<file path="src/rtl/lvds_rx_phase_ctrl_if.sv">
// lvds_rx_phase_ctrl_if: control, status and PLL dynamic-phase signals of the phase calibrator
interface lvds_rx_phase_ctrl_if;
  logic start, pll_lock, pattern_ok, pll_reset, busy, done, fail;
  logic [3:0] psda, dutyda, fdly, best_phase;
  logic [4:0] win_len;
  modport master(
    output start, pll_lock, pattern_ok,
    input pll_reset, psda, dutyda, fdly, busy, done, fail, best_phase, win_len
  );
  modport slave(
    input start, pll_lock, pattern_ok,
    output pll_reset, psda, dutyda, fdly, busy, done, fail, best_phase, win_len
  );
endinterface

</file>
<file path="src/rtl/lvds_rx_phase_ctrl.sv">
// lvds_rx_phase_ctrl: PLL reset/lock then 16-step psda sweep, applies centre of longest good window
module lvds_rx_phase_ctrl #(
  parameter int RST_CYC = 16,
  parameter int LOCK_WAIT = 65535,
  parameter int SETTLE_CYC = 64,
  parameter int CHECK_CYC = 256,
  parameter int MAX_RETRY = 3,
  parameter logic [3:0] DUTY_DEFAULT = 4'b1000,
  parameter logic [3:0] FDLY_DEFAULT = 4'b0000
) (
  input logic clk,
  input logic reset,
  lvds_rx_phase_ctrl_if.slave bus
);
  typedef enum logic [3:0] {IDLE, PLL_RST, WAIT_LOCK, SETTLE, CHECK, NEXT, APPLY, DONE, FAIL} state_t;
  state_t state, nxt;
  logic [15:0] cnt;
  logic [3:0] retry, psda_r, best_phase_r, cur_start, best_start, cur_start_n, best_start_n, sel;
  logic [4:0] cur_len, best_len, cur_len_n, best_len_n, win_len_r;
  logic ok, rest, take, lost, cnt_end;
  assign rest = state inside {IDLE, DONE, FAIL};
  assign take = bus.start && rest;
  assign lost = !bus.pll_lock && state inside {SETTLE, CHECK, NEXT, APPLY};
  assign cnt_end = state == PLL_RST ? cnt == 16'(RST_CYC - 1) :
                   state == WAIT_LOCK ? cnt == 16'(LOCK_WAIT - 1) :
                   state == CHECK ? cnt == 16'(CHECK_CYC - 1) : cnt == 16'(SETTLE_CYC - 1);
  // run tracking is non-circular; a strictly longer run replaces the best, so ties keep the first
  assign cur_len_n = ok ? cur_len + 5'd1 : 5'd0;
  assign cur_start_n = ok && cur_len == 5'd0 ? psda_r : cur_start;
  assign best_len_n = cur_len_n > best_len ? cur_len_n : best_len;
  assign best_start_n = cur_len_n > best_len ? cur_start_n : best_start;
  assign sel = best_start_n + 4'((best_len_n - 5'd1) >> 1);
  always_ff @(posedge clk) begin
    if (reset) begin
      state <= IDLE;
      cnt <= '0;
      retry <= '0;
      psda_r <= '0;
      best_phase_r <= '0;
      win_len_r <= '0;
      ok <= 1'b0;
      cur_start <= '0;
      cur_len <= '0;
      best_start <= '0;
      best_len <= '0;
    end else begin
      state <= nxt;
      cnt <= nxt != state ? 16'd0 : cnt + 16'd1;
      if (take) begin
        retry <= '0;
        win_len_r <= '0;
      end else if (lost) retry <= retry + 4'd1;
      if (nxt == PLL_RST) psda_r <= '0;
      if (state == PLL_RST) begin
        cur_start <= '0;
        cur_len <= '0;
        best_start <= '0;
        best_len <= '0;
      end
      if (state == SETTLE) ok <= 1'b1;
      if (state == CHECK) ok <= ok & bus.pattern_ok;
      if (state == NEXT) begin
        cur_start <= cur_start_n;
        cur_len <= cur_len_n;
        best_start <= best_start_n;
        best_len <= best_len_n;
      end
      if (state == NEXT && nxt == SETTLE) psda_r <= psda_r + 4'd1;
      if (nxt == APPLY && state == NEXT) begin
        psda_r <= sel;
        best_phase_r <= sel;
        win_len_r <= best_len_n;
      end
      if (nxt == FAIL && state != FAIL) begin
        win_len_r <= '0;
        if (state == NEXT) psda_r <= '0;
      end
    end
  end
  always_comb begin
    nxt = state;
    if (take) nxt = PLL_RST;
    else if (lost) nxt = retry == 4'(MAX_RETRY) ? FAIL : PLL_RST;
    else
      case (state)
        PLL_RST: nxt = cnt_end ? WAIT_LOCK : PLL_RST;
        WAIT_LOCK: nxt = bus.pll_lock ? SETTLE : cnt_end ? FAIL : WAIT_LOCK;
        SETTLE: nxt = cnt_end ? CHECK : SETTLE;
        CHECK: nxt = cnt_end ? NEXT : CHECK;
        NEXT: nxt = psda_r != 4'd15 ? SETTLE : best_len_n == 5'd0 ? FAIL : APPLY;
        APPLY: nxt = cnt_end ? DONE : APPLY;
        default: nxt = state;
      endcase
  end
  always_comb begin
    bus.pll_reset = state == PLL_RST;
    bus.busy = !rest;
    bus.done = state == DONE;
    bus.fail = state == FAIL;
  end
  assign bus.psda = psda_r;
  assign bus.dutyda = DUTY_DEFAULT;
  assign bus.fdly = FDLY_DEFAULT;
  assign bus.best_phase = best_phase_r;
  assign bus.win_len = win_len_r;
endmodule

</file>
<file path="src/flat_wrapper.sv">
// flat-port wrapper written by rule: the top's interface ports become plain ports
module lvds_rx_phase_ctrl_flat 
#(
  parameter int RST_CYC = 16,
  parameter int LOCK_WAIT = 65535,
  parameter int SETTLE_CYC = 64,
  parameter int CHECK_CYC = 256,
  parameter int MAX_RETRY = 3,
  parameter logic [3:0] DUTY_DEFAULT = 4'b1000,
  parameter logic [3:0] FDLY_DEFAULT = 4'b0000
)
  (clk, reset, bus_start, bus_pll_lock, bus_pattern_ok, bus_pll_reset, bus_psda, bus_dutyda, bus_fdly, bus_busy, bus_done, bus_fail, bus_best_phase, bus_win_len);
  lvds_rx_phase_ctrl_if bus_i ();
  input logic clk;
  input logic reset;
  input wire logic [$bits(bus_i.start)-1:0] bus_start;
  input wire logic [$bits(bus_i.pll_lock)-1:0] bus_pll_lock;
  input wire logic [$bits(bus_i.pattern_ok)-1:0] bus_pattern_ok;
  output wire logic [$bits(bus_i.pll_reset)-1:0] bus_pll_reset;
  output wire logic [$bits(bus_i.psda)-1:0] bus_psda;
  output wire logic [$bits(bus_i.dutyda)-1:0] bus_dutyda;
  output wire logic [$bits(bus_i.fdly)-1:0] bus_fdly;
  output wire logic [$bits(bus_i.busy)-1:0] bus_busy;
  output wire logic [$bits(bus_i.done)-1:0] bus_done;
  output wire logic [$bits(bus_i.fail)-1:0] bus_fail;
  output wire logic [$bits(bus_i.best_phase)-1:0] bus_best_phase;
  output wire logic [$bits(bus_i.win_len)-1:0] bus_win_len;
  assign bus_i.start = bus_start;
  assign bus_i.pll_lock = bus_pll_lock;
  assign bus_i.pattern_ok = bus_pattern_ok;
  assign bus_pll_reset = bus_i.pll_reset;
  assign bus_psda = bus_i.psda;
  assign bus_dutyda = bus_i.dutyda;
  assign bus_fdly = bus_i.fdly;
  assign bus_busy = bus_i.busy;
  assign bus_done = bus_i.done;
  assign bus_fail = bus_i.fail;
  assign bus_best_phase = bus_i.best_phase;
  assign bus_win_len = bus_i.win_len;
  lvds_rx_phase_ctrl #(.RST_CYC(RST_CYC), .LOCK_WAIT(LOCK_WAIT), .SETTLE_CYC(SETTLE_CYC), .CHECK_CYC(CHECK_CYC), .MAX_RETRY(MAX_RETRY), .DUTY_DEFAULT(DUTY_DEFAULT), .FDLY_DEFAULT(FDLY_DEFAULT)) u_core (.clk(clk), .reset(reset), .bus(bus_i));
endmodule
</file>
<file path="config.mk">
export PLATFORM = sky130hd
export DESIGN_NAME = lvds_rx_phase_ctrl_flat
export DESIGN_NICKNAME = d
export VERILOG_FILES = /design/src/rtl/lvds_rx_phase_ctrl_if.sv /design/src/rtl/lvds_rx_phase_ctrl.sv /design/src/flat_wrapper.sv
export SDC_FILE = /design/constraint.sdc
export NUM_CORES = 1
export LEC_CHECK = 0
export CORE_UTILIZATION = 50
export CTS_CLUSTER_DIAMETER = 100
export DETAILED_ROUTE_END_ITERATION = 12
export PLACE_DENSITY_LB_ADDON = 0.12
export SYNTH_ARGS = -nofsm -noshare
export SYNTH_HDL_FRONTEND = slang
export SYNTH_SLANG_ARGS = --single-unit
</file>
<file path="constraint.sdc">
create_clock -name clk -period 8.3 [get_ports clk]
set_input_delay 2.075 -clock clk [delete_from_list [all_inputs] [get_ports clk]]
set_output_delay 2.075 -clock clk [all_outputs]
set_load 0.03 [all_outputs]
</file>
==> qor.txt, run 1 <==
post-route ant nets - 0
drt pass-1 iters - 4
initial antenna violation count - 0
Worst Clk Skew - 0.00667 ns
Setup Fix Bufs, Post-CTS - 0
number of flops mapped to enable cells by yosys - 0
initial detailed-routing violation count - 137
period utilisation layout - 0.585
Hold Vio Cnt, Final - 0
post-place setup slack - 3.16 ns
outcome - completed
Yosys reg bits - 56
Non-Filler Instances - 518
Post-Synthesis Cells - 433
Peak VDD IR - 176 uV
DRC violation count after routing - 0
R2R depth - 18
Slew @ Worst Pin - 0.880 ns
worst-skew pair later-pin latency - 0.30 ns
Hold Path Cell Cnt - 2
clk slew on worst S/H paths - 0.10 ns
detailed placement HPWL - 5.56 mm
largest net degree at the start of global routing - 32
Fmax - 206 MHz
Hold Path Class - reg2reg
CP Launch Point - u_core.cur_len[0]
ANT cells - 0
H-tree depth - 2
clk sinks - 56
CTS Buf Count - 5
number of nets in the layout - 457
Die Area - 7310 um^2
Crit path required time - 8.49 ns
top cell type's share of synthesized area - 0.322
Synth Flop Type - dfxtp_1
max-slew violations - 0
Hold Buf Count CTS - 0
CP max FO - 12
reg2reg start - u_core.cur_len[0]
dpl cells - 512
min-delay src - u_core.cur_start[3]
P&R area growth vs syn - 7.83%
die height - 85.5 um
Tmin final - 4.86 ns
port bufs - 21
ratio of cells with drive above 1 in the final layout - 0.0594
IO Count - 30
slowest CP cell - mux2i_1
DR vias - 2968
Synth async-reset ratio - 0
Arrival @ worst endpoint - 5.05 ns
sequential share of the synthesized area - 0.322
Rel. slew slack - 0.397
CP max stage delay - 0.81 ns
pwr dens - 231 nW/um^2
via/cell ratio - 5.73
vias in the first global route - 2766
leakage - 1.40 nW
crit end category - register
max-cap viol count - 0
Mapped Area - 3480 um^2
endpoints failing setup - 0
Synth Area per Inst - 8.05 um^2
setup TNS - 0 ns
Synth area leader - dfxtp_1
Synth top cells by count - 78 x nor2_1, 56 x dfxtp_1, 32 x nand2_1
post-synth cell types - 65
hold path endpoint - u_core.cur_start[3]
row count - 30
final setup margin - 3.44 ns
Clock Tree Buf Depth - 2
routability congestion estimate - 0.865
CTS tree - built
Die X - 85.5 um
reg-to-reg slack, setup - 3.44 ns
CTS resizes - 0
CTS root buf - clkbuf_8
crit path kind - reg2reg
WL final - 7.59 mm
GRT Total Usage - 0.221
area of the core - 6760 um^2
global route overflow - 0
count leader, synth - nor2_1
Core Util, Final - 0.556
first-pass GRT wire length - 13.1 mm
ranking of synthesized cells by area - dfxtp_1 32%, nor2_1 8.4%, ha_1 4.3%
startpoint types - register
Starting Density - 0.516
WL/cell - 14.6 um
CP most frequent cell - ha_1
crit path cell chain - inv_1, ha_1, and2_1, ha_1, nand2b_1, a311oi_1, o21ba_2, a311oi_2, o21ai_2, mux2i_1, xnor2_1, ha_1, a21o_1, a21oi_1, xnor2_1, xnor3_1, nor2_1, nor3_1
Yosys warnings - 0
RSZ-0062 raised after global routing - no
Critical R2R Capture - u_core.bus.best_phase[3]
==> sequential cells by signal, summed over array words and instances, names as in the netlist <==
name and flops:
u_core.cnt 16, u_core.best_len 5, u_core.bus.win_len 5, u_core.cur_len 5
u_core.best_start 4, u_core.bus.best_phase 4, u_core.bus.psda 4, u_core.cur_start 4
u_core.retry 4, u_core.state 4, u_core.ok 1
==> worst max-delay path by stage <==
| stage | end | slack [ns] | cells after the start |
|---|---|---|---|
| floorplan | u_core.bus.best_phase[3] | 4.09 | 20 |
| global placement | u_core.bus.win_len[4] | 3.29 | 8 |
| detailed placement | u_core.bus.win_len[1] | 3.16 | 9 |
| CTS | u_core.bus.best_phase[3] | 3.39 | 18 |
| global route | u_core.bus.best_phase[3] | 3.03 | 18 |
| finish | u_core.bus.best_phase[3] | 3.44 | 18 |
==> where the power goes <==
part           leakage (nW)  internal (W)  switching [W]
clock                0.0501     0.0000868      0.0000857
combinational         0.898      0.000133       0.000237
sequential            0.452      0.000282      0.0000450
total                  1.40      0.000502       0.000368
==> critical path: cells and delay by family, from the launching register on <==
family / cells / cell delay [ns]
XOR/XNOR: 3 / 0.70
AND/OR/NAND/NOR: 4 / 0.55
flip-flops: 1 / 0.41
adder cells (fa/ha/maj): 3 / 0.82
AO/OA/AOI/OAI: 6 / 1.37
multiplexers: 1 / 0.81
buffers and inverters: 1 / 0.07
==> per-stage QoR <==
step / cell area (um^2) / power [W] / hold slack (ns)
floorplan: 3510 / 0.000617 / 0.433
global placement: 3660 / 0.000696 / 0.440
detailed placement: 3660 / 0.000698 / 0.451
CTS: 3760 / 0.000873 / 0.466
global route: 3760 / 0.000928 / 0.523
finish: 3760 / 0.000869 / 0.466
==> cell usage in the layout (no fill, tap or decap), types with 2 or more instances in the layout <==
cell type,instances
a21oi_1,19
nand2b_1,4
mux2_2,2
a211oi_1,5
a31o_2,2
mux2i_1,11
clkbuf_8,5
nand2_1,32
nor2_1,78
nand3b_1,2
xnor2_1,13
o21a_1,6
o221ai_1,2
nand4_1,3
and3_1,10
o21ai_2,3
nor3_1,10
a41oi_1,3
a2bb2oi_1,2
dfxtp_1,56
a31oi_1,7
and4_1,3
nand3_1,16
conb_1,8
xor2_1,14
o21ai_0,7
a21o_1,3
nor2b_1,6
nor3b_1,2
inv_1,19
clkdlybuf4s50_1,21
nor4b_1,3
a22oi_1,12
nor4_1,3
ha_1,12
a41o_1,2
and2_1,4
==> area by class of cell <==
cell class	count	area [um^2]
Fill cell	648	3000
Multi-Input combinational cell	333	2140
Sequential cell	56	1120
Timing Repair Buffer	22	218
Tap cell	80	100
Inverter	21	78.8
Clock buffer	5	68.8
Clock inverter	1	30.0
==> cell families (layout without fill, tap and decap cells) <==
| family | after synthesis | after routing | share of synthesized area |
|---|---|---|---|
| AO/OA/AOI/OAI | 86 | 86 | 0.178 |
| XOR/XNOR | 28 | 28 | 0.0743 |
| adder cells (fa/ha/maj) | 13 | 13 | 0.0488 |
| buffers and inverters | 50 | 49 | 0.0704 |
| flip-flops | 56 | 56 | 0.322 |
| multiplexers | 15 | 15 | 0.0485 |
| other | 2 | 8 | 0.00216 |
| AND/OR/NAND/NOR | 183 | 183 | 0.256 |
==> layer usage <==
| layer | routed length, um | vias to the layer above | GRT usage |
|---|---|---|---|
| li1 | - | 1502 | - |
| met1 | 3530 | 1395 | 0.301 |
| met2 | 3690 | 61 | 0.372 |
| met3 | 263 | 10 | 0.0272 |
| met4 | 97 | 0 | 0.0515 |
| met5 | 0 | - | 0 |
(Power assumes the default switching activity.)
==> run 2, diff against run 1 <==
clock period = 5 ns   (was 8.3 ns; I/O delays follow)
==> qor.txt, run 2 (synthesis gave the netlist of run 1 again) <==
outcome - completed (unchanged)
Die X - 85.5 um (unchanged)
port bufs - 21 (unchanged)
H-tree depth - 2 (unchanged)
Fill cells - 638 (was 648)
Slew @ Worst Pin - 0.879 ns (was 0.880 ns)
slowest CP cell - o21ai_2 (was mux2i_1)
Hold Path Class - reg2reg (unchanged)
row count - 30 (unchanged)
commonest non-fill, non-tap cell in the layout - nor2_1 (unchanged)
largest net degree at the start of global routing - 30 (was 32)
top cell family by delay on the critical path - compound AO/OA/AOI/OAI gates (unchanged)
crit end category - register (unchanged)
number of nets in the layout - 458 (was 457)
RSZ-0062 raised after global routing - no (unchanged)
CP bufs+invs - 1 (unchanged)
vias in the first global route - 2756 (was 2766)
CP most frequent cell - ha_1 (unchanged)
CP max FO - 12 (unchanged)
Core Util, Final - 0.557 (was 0.556)
DRC violation count after routing - 0 (unchanged)
area of the core - 6760 um^2 (unchanged)
pwr dens - 379 nW/um^2 (was 231 nW/um^2)
max-cap viol count - 0 (unchanged)
Fmax - 218 MHz (was 206 MHz)
CTS resizes - 0 (unchanged)
Arrival @ worst endpoint - 4.80 ns (was 5.05 ns)
Post-DP Area - 3670 um^2 (was 3660 um^2)
crit path cell chain - inv_1, ha_1, and2_1, ha_1, nand2b_1, a311oi_1, o21ba_2, a311oi_2, o21ai_2, mux2i_1, ha_1, xnor2_1, ha_1, a21o_1, a21oi_1, xnor2_1, xnor3_1, nor2_1, nor3_1 (was inv_1, ha_1, and2_1, ha_1, nand2b_1, a311oi_1, o21ba_2, a311oi_2, o21ai_2, mux2i_1, xnor2_1, ha_1, a21o_1, a21oi_1, xnor2_1, xnor3_1, nor2_1, nor3_1)
Setup Fix Bufs, Post-CTS - 0 (unchanged)
first-pass GRT wire length - 12.7 mm (was 13.1 mm)
CP max stage delay - 0.49 ns (was 0.81 ns)
Crit path required time - 5.20 ns (was 8.49 ns)
CTS tree - built (unchanged)
Hold Buf Count CTS - 0 (unchanged)
commonest non-fill, non-tap cells in the layout - 78 x nor2_1, 56 x dfxtp_1, 32 x nand2_1 (unchanged)
crit path kind - reg2reg (unchanged)
leakage - 1.40 nW (about the same)
initial detailed-routing violation count - 110 (was 137)
Hold Vio Cnt, Final - 0 (unchanged)
CTS Buf Count - 5 (unchanged)
PnR Total Power - 0.00142 W (was 0.000869 W)
CTS root buf - clkbuf_8 (unchanged)
clk sinks - 56 (unchanged)
Rel. slew slack - 0.412 (was 0.397)
worst-skew pair later-pin latency - 0.33 ns (was 0.30 ns)
Starting Density - 0.516 (unchanged)
GRT Total Usage - 0.215 (was 0.221)
post-route ant nets - 0 (unchanged)
ratio of cells with drive above 1 in the final layout - 0.0658 (was 0.0594)
IO Count - 30 (unchanged)
max FFs per register - 16 (unchanged)
die height - 85.5 um (unchanged)
setup TNS - 0 ns (unchanged)
clk slew on worst S/H paths - 0.10 ns (about the same)
Die Area - 7310 um^2 (unchanged)
Tmin final - 4.59 ns (was 4.86 ns)
max-slew violations - 0 (unchanged)
WL final - 7.50 mm (was 7.59 mm)
DR vias - 2995 (was 2968)
post-layout instance area - 3760 um^2 (about the same)
routability congestion estimate - 0.860 (was 0.865)
initial antenna violation count - 0 (unchanged)
endpoints failing setup - 0 (unchanged)
Worst Clk Skew - 0.0114 ns (was 0.00667 ns)
ANT cells - 0 (unchanged)
Clock Tree Buf Depth - 2 (unchanged)
Peak VDD IR - 279 uV (was 176 uV)
global route overflow - 0 (unchanged)
period utilisation layout - 0.918 (was 0.585)
via/cell ratio - 5.75 (was 5.73)
drt pass-1 iters - 5 (was 4)
WL/cell - 14.4 um (was 14.6 um)
area of the multi-input gates - 2140 um^2 (unchanged)
P&R area growth vs syn - 7.94% (was 7.83%)
startpoint types - register (unchanged)
Storage cell area - 1120 um^2 (unchanged)
largest register by flop count - u_core.cnt (unchanged)
detailed placement HPWL - 5.46 mm (was 5.56 mm)
## run 2: cell types whose count changed in the layout (fill, tap and decap cells not counted), sizes merged
cell,change
clkinv,+1
buf,+1
inv,+2
bufinv,-1
## run 2: cell type report
type / instances / area share
Timing Repair Buffer: 23 / 0.0599
Clock inverter: 3 / 0.00699
Clock buffer: 5 / 0.0183
Tap cell: 80 / 0.0266
Sequential cell: 56 / 0.298
Multi-Input combinational cell: 333 / 0.569
Inverter: 21 / 0.0210
## run 2: stage by stage
step / setup slack (ns) / hold WS [ns] / cells
CTS: 0.407 / 0.461 / 521
floorplan: 0.791 / 0.433 / 439
global placement: 0.548 / 0.442 / 513
finish: 0.408 / 0.467 / 521
detailed placement: 0.412 / 0.446 / 513
global route: 0.0575 / 0.486 / 521
## run 2: worst paths after layout
kind	startpoint	end	slack [ns]	depth (start not counted)
min reg2reg	u_core.cur_start[3]	u_core.cur_start[3]	0.47	2
max reg2reg	u_core.cur_len[0]	u_core.bus.best_phase[3]	0.41	19
max	u_core.cur_len[0]	u_core.bus.best_phase[3]	0.41	19
min	u_core.cur_start[3]	u_core.cur_start[3]	0.47	2
## run 2: routing by layer
layer | GRT usage | share of wire | up-vias | wire length (um)
li1 | - | - | 1515 | -
met1 | 0.290 | 0.48 | 1401 | 3610
met2 | 0.357 | 0.47 | 66 | 3490
met3 | 0.0389 | 0.041 | 13 | 304
met4 | 0.0485 | 0.012 | 0 | 93
met5 | 0 | 0 | - | 0
## run 2: power breakdown
part / internal [W] / leakage (nW) / total [W] / switching (W)
combinational: 0.000221 / 0.902 / 0.000612 / 0.000391
sequential: 0.000468 / 0.452 / 0.000544 / 0.0000763
clock: 0.000104 / 0.0491 / 0.000269 / 0.000165
## run 2: worst register-to-register path, cell delays in order, from the launching register on
cell,delay (ns)
dfxtp_1,0.40
inv_1,0.06
ha_1,0.27
and2_1,0.19
ha_1,0.20
nand2b_1,0.16
a311oi_1,0.29
o21ba_2,0.19
a311oi_2,0.06
o21ai_2,0.49
mux2i_1,0.42
ha_1,0.25
xnor2_1,0.16
ha_1,0.27
a21o_1,0.18
a21oi_1,0.19
xnor2_1,0.16
xnor3_1,0.32
nor2_1,0.15
nor3_1,0.07
